`src/rtl/conv_pkg.sv`:
```
// Shared types and default geometry for the convolution MAC controller.
package conv_pkg;

  localparam int K_DEF        = 3;
  localparam int IMG_ROWS_DEF = 4;
  localparam int IMG_COLS_DEF = 4;
  localparam int ADDR_W_DEF   = 8;

  typedef enum logic [2:0] {
    IDLE,
    CLEAR,
    ACCUM,
    DRAIN,
    WRITE,
    DONE
  } state_t;

endpackage

```
`src/rtl/window_counter.sv`:
```
// Two-level wrapping counter (outer/inner) that exposes its next-state values and a last-position flag.
module window_counter
  import conv_pkg::*;
#(
  parameter int W         = ADDR_W_DEF,
  parameter int INNER_MAX = 2,
  parameter int OUTER_MAX = 2
) (
  input  logic         clk,
  input  logic         rst,
  input  logic         clr_i,
  input  logic         en_i,
  output logic [W-1:0] inner_nxt_o,
  output logic [W-1:0] outer_nxt_o,
  output logic         wrap_o
);

  logic [W-1:0] inner_q, inner_d;
  logic [W-1:0] outer_q, outer_d;
  logic         inner_last, outer_last;

  assign inner_last = (inner_q == W'(INNER_MAX));
  assign outer_last = (outer_q == W'(OUTER_MAX));
  assign wrap_o     = inner_last && outer_last;

  always_comb begin
    inner_d = inner_q;
    outer_d = outer_q;
    if (clr_i) begin
      inner_d = '0;
      outer_d = '0;
    end else if (en_i) begin
      if (inner_last) begin
        inner_d = '0;
        outer_d = outer_last ? '0 : outer_q + W'(1);
      end else begin
        inner_d = inner_q + W'(1);
      end
    end
  end

  always_ff @(posedge clk or posedge rst) begin
    if (rst) begin
      inner_q <= '0;
      outer_q <= '0;
    end else begin
      inner_q <= inner_d;
      outer_q <= outer_d;
    end
  end

  assign inner_nxt_o = inner_d;
  assign outer_nxt_o = outer_d;

endmodule

```
`src/rtl/conv_mac_ctrl.sv`:
```
// Sequences image/filter reads for a K x K convolution over the full image, one window at a time,
// and hands each finished accumulator result to a ready/valid consumer.
module conv_mac_ctrl
  import conv_pkg::*;
#(
  parameter int K        = K_DEF,
  parameter int IMG_ROWS = IMG_ROWS_DEF,
  parameter int IMG_COLS = IMG_COLS_DEF,
  parameter int ADDR_W   = ADDR_W_DEF
) (
  input  logic              clk,
  input  logic              rst,
  input  logic              start,
  input  logic              out_ready,
  output logic [ADDR_W-1:0] img_addr,
  output logic [ADDR_W-1:0] filt_addr,
  output logic              acc_rst,
  output logic              acc_en,
  output logic              out_valid,
  output logic [ADDR_W-1:0] out_addr,
  output logic              busy,
  output logic              done
);

  localparam int OUT_ROWS = IMG_ROWS - K + 1;
  localparam int OUT_COLS = IMG_COLS - K + 1;

  if (longint'(IMG_ROWS) * longint'(IMG_COLS) > (longint'(1) << ADDR_W)) begin : g_img_fit_chk
    $error("IMG_ROWS*IMG_COLS does not fit in ADDR_W address bits");
  end
  if (longint'(K) * longint'(K) > (longint'(1) << ADDR_W)) begin : g_filt_fit_chk
    $error("K*K does not fit in ADDR_W address bits");
  end
  if (K < 1 || K > IMG_ROWS || K > IMG_COLS) begin : g_geom_chk
    $error("filter edge K must be between 1 and the image dimensions");
  end

  function automatic logic [ADDR_W-1:0] img_addr_f(input logic [ADDR_W-1:0] r, input logic [ADDR_W-1:0] c,
                                                   input logic [ADDR_W-1:0] i, input logic [ADDR_W-1:0] j);
    return (r + i) * ADDR_W'(IMG_COLS) + (c + j);
  endfunction

  function automatic logic [ADDR_W-1:0] filt_addr_f(input logic [ADDR_W-1:0] i, input logic [ADDR_W-1:0] j);
    return i * ADDR_W'(K) + j;
  endfunction

  function automatic logic [ADDR_W-1:0] out_addr_f(input logic [ADDR_W-1:0] r, input logic [ADDR_W-1:0] c);
    return r * ADDR_W'(OUT_COLS) + c;
  endfunction

  state_t            state_q, state_d;
  logic [ADDR_W-1:0] i_nxt, j_nxt, row_nxt, col_nxt;
  logic              tap_wrap, win_wrap;
  logic              tap_clr, tap_en, win_clr, win_en;

  logic [ADDR_W-1:0] img_addr_q, filt_addr_q, out_addr_q;
  logic              acc_rst_q, acc_en_q, out_valid_q, busy_q, done_q;

  assign tap_clr = (state_q == CLEAR);
  assign tap_en  = (state_q == ACCUM);
  assign win_clr = (state_q == DONE);
  assign win_en  = (state_q == WRITE) && out_ready;

  window_counter #(
    .W        (ADDR_W),
    .INNER_MAX(K - 1),
    .OUTER_MAX(K - 1)
  ) u_tap_cnt (
    .clk        (clk),
    .rst        (rst),
    .clr_i      (tap_clr),
    .en_i       (tap_en),
    .inner_nxt_o(j_nxt),
    .outer_nxt_o(i_nxt),
    .wrap_o     (tap_wrap)
  );

  window_counter #(
    .W        (ADDR_W),
    .INNER_MAX(OUT_COLS - 1),
    .OUTER_MAX(OUT_ROWS - 1)
  ) u_win_cnt (
    .clk        (clk),
    .rst        (rst),
    .clr_i      (win_clr),
    .en_i       (win_en),
    .inner_nxt_o(col_nxt),
    .outer_nxt_o(row_nxt),
    .wrap_o     (win_wrap)
  );

  always_comb begin
    state_d = state_q;
    unique case (state_q)
      IDLE:    if (start) state_d = CLEAR;
      CLEAR:   state_d = ACCUM;
      ACCUM:   if (tap_wrap) state_d = DRAIN;
      DRAIN:   state_d = WRITE;
      WRITE:   if (out_ready) state_d = win_wrap ? DONE : CLEAR;
      DONE:    state_d = IDLE;
      default: state_d = IDLE;
    endcase
  end

  // Outputs are registered from the next state and next counter values so they line up with state_q.
  always_ff @(posedge clk or posedge rst) begin
    if (rst) begin
      state_q     <= IDLE;
      img_addr_q  <= '0;
      filt_addr_q <= '0;
      out_addr_q  <= '0;
      acc_rst_q   <= 1'b0;
      acc_en_q    <= 1'b0;
      out_valid_q <= 1'b0;
      busy_q      <= 1'b0;
      done_q      <= 1'b0;
    end else begin
      state_q     <= state_d;
      img_addr_q  <= (state_d == ACCUM) ? img_addr_f(row_nxt, col_nxt, i_nxt, j_nxt) : '0;
      filt_addr_q <= (state_d == ACCUM) ? filt_addr_f(i_nxt, j_nxt) : '0;
      out_addr_q  <= (state_d == WRITE) ? out_addr_f(row_nxt, col_nxt) : '0;
      acc_rst_q   <= (state_d == CLEAR);
      acc_en_q    <= (state_q == ACCUM);
      out_valid_q <= (state_d == WRITE);
      busy_q      <= (state_d != IDLE);
      done_q      <= (state_d == DONE);
    end
  end

  assign img_addr  = img_addr_q;
  assign filt_addr = filt_addr_q;
  assign out_addr  = out_addr_q;
  assign acc_rst   = acc_rst_q;
  assign acc_en    = acc_en_q;
  assign out_valid = out_valid_q;
  assign busy      = busy_q;
  assign done      = done_q;

endmodule

```
`config.mk`:
```
export PLATFORM = sky130hd
export DESIGN_NAME = conv_mac_ctrl
export DESIGN_NICKNAME = d
export VERILOG_FILES = /design/src/rtl/conv_pkg.sv /design/src/rtl/window_counter.sv /design/src/rtl/conv_mac_ctrl.sv
export SDC_FILE = /design/constraint.sdc
export NUM_CORES = 1
export LEC_CHECK = 0
export ABC_CLOCK_PERIOD_IN_PS = 10700
export CAP_MARGIN = 25
export CORE_AREA = 2 2 116 118
export DETAILED_ROUTE_END_ITERATION = 16
export DIE_AREA = 0 0 118 120
export GPL_TIMING_DRIVEN = 1
export PLACE_DENSITY = 0.48
export SLEW_MARGIN = 20
export SYNTH_ARGS = -nofsm -noshare
export SYNTH_HDL_FRONTEND = slang
export SYNTH_SLANG_ARGS = --single-unit
```
`constraint.sdc`:
```
create_clock -name clk -period 10.7 [get_ports clk]
set_clock_uncertainty 0.05 [all_clocks]
set_input_delay 1.07 -clock clk [delete_from_list [all_inputs] [get_ports clk]]
set_output_delay 1.07 -clock clk [all_outputs]
set_load 0.005 [all_outputs]
```
* Word-level counts from Yosys, hierarchy flattened
Index checks and enable logic that the tools add are counted.
** Cells by class
- Multipliers :: 1
- Equality and inequality tests :: 13
- Mux-type cells :: 22
- Reductions and logical operators :: 5
- Add/sub/neg operators :: 9
** Operators by type and width (number)
- 8-bit two-way mux :: 17
- 8-bit by 1-bit adder with 8-bit output, second input constant :: 4
- 8-bit adder :: 4
- 8-bit by 1-bit == test with 1-bit output, second input constant :: 2
- 8-bit by 2-bit == test with 1-bit output, second input constant :: 2
- 3-bit one-hot mux with 5 select lines :: 1
- 3-bit == test, second input constant :: 4
- 3-bit two-way mux :: 4
- 3-bit by 2-bit == test with 1-bit output, second input constant :: 3
- 8-bit by 2-bit multiplier with 8-bit output, second input constant :: 1
- 6-bit adder :: 1
- 3-bit by 1-bit == test with 1-bit output, second input constant :: 2
- 1-bit logical AND :: 3
- 3-bit logical NOT :: 1
- 3-bit nonzero test :: 1
** Storage, ports and cells
- Word-level logic and storage cells :: 63
- Output and inout bits :: 29
- Input bits :: 4
- Register bits after elaboration :: 64

* Depth between registers and ports, before layout
- Depth in word-level cells :: 8
- Depth in mapped cells :: 21

* Cells and area by module
A second synthesis with hierarchy kept.
** Unflattened totals
- Cells, all modules :: 399
- Area total of the unflattened synthesis :: 4111.4 um2
** By module, submodules not included
- conv_mac_ctrl :: cells each 209, times used 1, area an instance 2313.5 um2
- window_counter at u_win_cnt :: cells each 96, times used 1, area an instance 914.6 um2
- window_counter at u_tap_cnt :: cells each 94, times used 1, area an instance 883.3 um2

* Worst setup path before layout
OpenSTA, ideal clock, no wires.
- Kind :: input to register
- Start point :: input out_ready
- End point :: register img_addr_q[7] (netlist: img_addr[7])
- Setup slack :: 5.779 ns
- Arrival :: 4.745 ns
- Library setup time :: 0.126 ns
- Cell stages on the path :: 19
- Path buffers :: 2
- Cell sequence :: and4bb_1 -> buf_6 -> and3_4 -> buf_12 -> mux2i_4 -> inv_2 -> xnor2_1 -> ha_1 -> o21bai_1 -> maj3_2 -> a21oi_1 -> xor2_1 -> fa_1 -> inv_1 -> ha_1 -> a21oi_1 -> xor2_1 -> xnor3_1 -> mux2i_1
** Between the ends
- Longest elaborated chain between the ends :: 6
- Elaborated cells on any way between the ends :: 12
- Classes of those cells :: 3 x add/sub; 1 x eq/ne; 7 x mux; 1 x reduce/logical
** RTL lines
- start: declaration :: line conv_mac_ctrl.sv:14 : input logic out_ready,
- 1-bit logical AND :: line conv_mac_ctrl.sv:62 : assign win_en = (state_q == WRITE) && out_ready;
- 8-bit two-way mux :: line window_counter.sv:32 : end else if (en_i) begin
- 8-bit two-way mux :: line window_counter.sv:29 : if (clr_i) begin
- named net row_nxt[1] :: line conv_mac_ctrl.sv:52 : logic [ADDR_W-1:0] i_nxt, j_nxt, row_nxt, col_nxt;
- 6-bit adder :: line conv_mac_ctrl.sv:40 : return (r + i) * ADDR_W'(IMG_COLS) + (c + j);
- 8-bit adder :: line conv_mac_ctrl.sv:40
- 8-bit two-way mux :: line conv_mac_ctrl.sv:119 : img_addr_q <= (state_d == ACCUM) ? img_addr_f(row_nxt, col_nxt, i_nxt, j_nxt) : '0;
- end signal: assignment :: line conv_mac_ctrl.sv:119
- end: declaration :: line conv_mac_ctrl.sv:56 : logic [ADDR_W-1:0] img_addr_q, filt_addr_q, out_addr_q;
The timed path passes the listed nets, and every way through them passes these cells.

* Worst setup path after layout
Same ends and word-level chain as after synthesis.

==> results by stage <==
STA:
- The final setup TNS is 0 ns.
- Derived from the worst setup path, the maximum achievable clock frequency is 0.185 GHz.
- At the pin with the least slew margin, the transition time is 0.827 ns.
- Setup slack closes at 5.28 ns.
- Setup violations remaining at the end of the flow were counted as 0.
- The worst hold-check slack is 0.567 ns.
- Setup repair after global routing left no endpoint under its margin.
- The count of final hold-check violations is 0.
- The portion of the clock cycle consumed by the worst path in the final layout is 0.506.
- The worst pin sits at a relative slew slack of 0.449.
- The time the worst path needs with I/O delays and setup is 5.42 ns.
- The final-report max-slew violation count is 0.

Global routing:
- The via count of the first global-routing pass is 3,195.
- The initial antenna violation count is 0.
- The combined global-route utilization of all metal layers is 0.157.
- Entering global routing, the biggest net connects 65 pins.
- The final global-route overflow total is 0.
- The first global-routing pass estimated 17,000 um of wire.

CTS:
- Once the clock tree was built, the setup fixing pass inserted 0 buffers.
- TritonCTS created 9 clock buffers.
- The count of clock tree sinks is 64.
- The level count of the clock H-tree is 3.
- The clock latency at the later pin of the worst-skew pair is 0.34 ns.
- The tree is rooted in a sky130_fd_sc_hd__clkbuf_16.
- The number of buffers added to fix hold violations after cts is 0.
- The maximum buffer depth of the clock tree is 2.
- The count of cells resized by post-cts repair is 0.
- The clock slew at the register clock pins of the worst setup and hold paths is 0.05 ns.
- The CTS tree is built.

Setup path:
- The slowest stage of the critical path belongs to the cell sky130_fd_sc_hd__clkdlybuf4s50_1.
- The kind of cell with the highest combined delay on the critical path is adder cells.
- The critical path is of the in -> reg type.
- For the worst setup path, the data required time is 10.87 ns.
- STA classifies the critical path startpoint as an input port.
- Traced cell by cell, the critical path runs through clkdlybuf4s50_1, and4bb_1, and3_4, mux2i_4, inv_2, xnor2_1, ha_1, o21bai_1, maj3_2, a21oi_1, xor2_1, fa_1, inv_1, ha_1, a21oi_1, xor2_1, xnor3_1, mux2i_1.
- The endpoint kind of the worst setup timing path is a register.
- For the worst setup path, the data arrival time is 5.58 ns.
- The buffer and inverter count on the worst path is 3.
- Along the worst path, the maximum fanout reaches 7.
- The delay of the slowest cell on the worst path is 0.53 ns.

Synthesis:
- After synthesis, the share of flip-flops with an asynchronous set or reset is 1.00.
- The number of library cell types mapped by synthesis is 75.
- The post-synth net total is 480.
- The count of mapped cells out of synthesis is 431.
- The post-synthesis sequential area ratio is 0.363.
- The primary flip-flop cell chosen by synthesis mapping is sky130_fd_sc_hd__dfrtp_1.
- After synthesis the cells add up to 4410 um2.
- Synthesis inferred 64 register bits.
- Yosys mapped a number of flops with a built-in enable equal to 0.
- The number of warnings printed during yosys synthesis is 0.
- A synthesized cell averages 10.2 um2.

Die:
- The starting density of the core is 0.340.
- The die is 120 um tall.
- The I/O pin total is 33.
- The core region area is 13,000 um2.
- The floorplan step defined a die boundary enclosing 14,200 um2.
- The number of placement rows is 42.
- In this run the horizontal extent of the chip is 118 um.

Finish:
- The layout cell share with drive strength beyond 1 is 0.115.
- The number of filler cells placed in the layout is 1,295.
- The final cell area excluding filler cells is 5180 um2.
- Leaving out fill and tap cells, the most frequent cells in the layout are sky130_fd_sc_hd__dfrtp_1 (64), sky130_fd_sc_hd__inv_1 (46), sky130_fd_sc_hd__nor2_1 (38).
- For this run, the post-layout net count is 515.
- The number of diodes is 0.
- Once layout is complete, the utilization of the core stands at 0.399.
- The layout overhead on the synthesized area is 17.6%.
- The library cell used most frequently in the layout, excluding fill and tap cells, is sky130_fd_sc_hd__dfrtp_1.
- The count of placed standard cells in the final layout, fillers left out is 647.

Power:
- In this run the power density over the cells is 199 nW/um2.
- The worst-case IR drop observed on VDD is 0.0955 mV.
- The leakage power of the design is 2.48 nW.
- The final total power is 1.03 mW.

Routing:
- The number of optimization iterations in the first detailed-route pass is 4.
- The detail route stage leaves a number of antenna-violating nets equal to 0.
- The routed design has 10,200 um of wire.
- The total via count in the routed design is 3,136.
- The per-cell via count in the routed design is 4.85.
- Dividing the detail-routed wire length by the instance count gives 15.8 um.
- For this block, the initial DRC count from the detailed router was 156.
- The number of DRC violations after detailed routing is 0.

Place:
- In this run the cell area measured after placement is 4880 um2.
- The weighted congestion at the end of routability-driven global placement is 0.865.
- In this run, placement finished with an instance count of 631.
- The post-detailed-placement half-perimeter wirelength is 7670 um.
- The count of buffers from port buffering is 32.
- At the placement stage, the worst setup path has a slack of 4.93 ns.

Run status:
- The run finished with clean final reports.

Min path:
- The min-delay analysis places its worst path in the category reg -> reg.

Run:
- The tool flagged a number of max-cap violations equal to 0.
[sequential cells by signal (all words and copies together), names as in the netlist]
| signal | flops |
|---|---|
| acc_rst | 1 |
| out_valid | 1 |
| u_win_cnt.outer_q | 8 |
| busy | 1 |
| out_addr | 8 |
| u_win_cnt.inner_q | 8 |
| u_tap_cnt.outer_q | 8 |
| u_tap_cnt.inner_q | 8 |
| state_q | 3 |
| done | 1 |
| acc_en | 1 |
| img_addr | 8 |
| filt_addr | 8 |
[power breakdown]
part,switching (mW),total (mW),internal (mW)
registers,0.0474,0.330,0.283
clock network,0.110,0.302,0.192
logic,0.237,0.399,0.162
total,0.395,1.03,0.637
[metal layers]
layer / vias to the layer above / global-route usage / part of all wire
met2: 60 / 0.232 / 0.44
li1: 1548 / - / -
met3: 17 / 0.0295 / 0.032
met4: 0 / 0.0715 / 0.025
met5: - / 0 / 0
met1: 1511 / 0.223 / 0.50
[worst min-delay path, stage by stage, from the launching register on]
cell and delay (ns):
sky130_fd_sc_hd__dfrtp_1 0.40, sky130_fd_sc_hd__xnor2_1 0.13, sky130_fd_sc_hd__nor2_1 0.05
[cells by family (layout without fill, tap and decap cells)]
logic type	count (synthesis)	after routing	synth area share
xor gates and xnor gates	40	40	0.0877
buffers and inverters	58	98	0.0596
DFF	64	64	0.363
and+or+nand+nor	144	144	0.188
AOI/OAI and AO/OA	70	70	0.125
muxes	8	8	0.0219
adders and majority gates	47	47	0.155
[synth_stat cells (all sizes together) (3+ instances only)]
master | instances | share of area
dfrtp | 64 | 0.36
inv | 49 | 0.042
nor2 | 40 | 0.035
ha | 32 | 0.091
nand2 | 28 | 0.024
xnor2 | 25 | 0.051
a21oi | 17 | 0.024
and3 | 13 | 0.020
fa | 13 | 0.059
o21ai | 13 | 0.016
xor2 | 13 | 0.026
a21o | 10 | 0.017
and2 | 10 | 0.014
nand3 | 8 | 0.0091
nand4 | 8 | 0.011
nor3 | 8 | 0.010
buf | 7 | 0.016
a211oi | 5 | 0.011
mux2i | 5 | 0.014
or2 | 5 | 0.0071
o31ai | 4 | 0.0091
a311oi | 3 | 0.0060
mux2 | 3 | 0.0077
nor3b | 3 | 0.0062
nor4 | 3 | 0.0071
nor4b | 3 | 0.013
o21bai | 3 | 0.0060
or3 | 3 | 0.0043
[worst paths after layout]
path | start | endpoint | slack (ns) | cells past startpoint
max | out_ready | img_addr[7] | 5.28 | 18
min | u_win_cnt.outer_q[7] | u_win_cnt.outer_q[7] | 0.57 | 2
max reg2reg | u_win_cnt.outer_q[1] | img_addr[7] | 5.77 | 19
min reg2reg | u_win_cnt.outer_q[7] | u_win_cnt.outer_q[7] | 0.57 | 2
max in group asynchronous | rst | u_tap_cnt.inner_q[2] | 8.80 | 3
min in group asynchronous | rst | out_addr[3] | 1.25 | 3
[layout make-up]
type / count / area [um2] / share of cell area
tap: 176 / 220 / 0.0425
clock buffer: 11 / 253 / 0.0488
inverter: 49 / 184 / 0.0355
multi-input combinational: 309 / 2540 / 0.490
sequential: 64 / 1600 / 0.309
timing repair buffer: 33 / 328 / 0.0632
clock inverter: 5 / 55.1 / 0.0106
No activity file was read; power rests on OpenSTA's default activity.
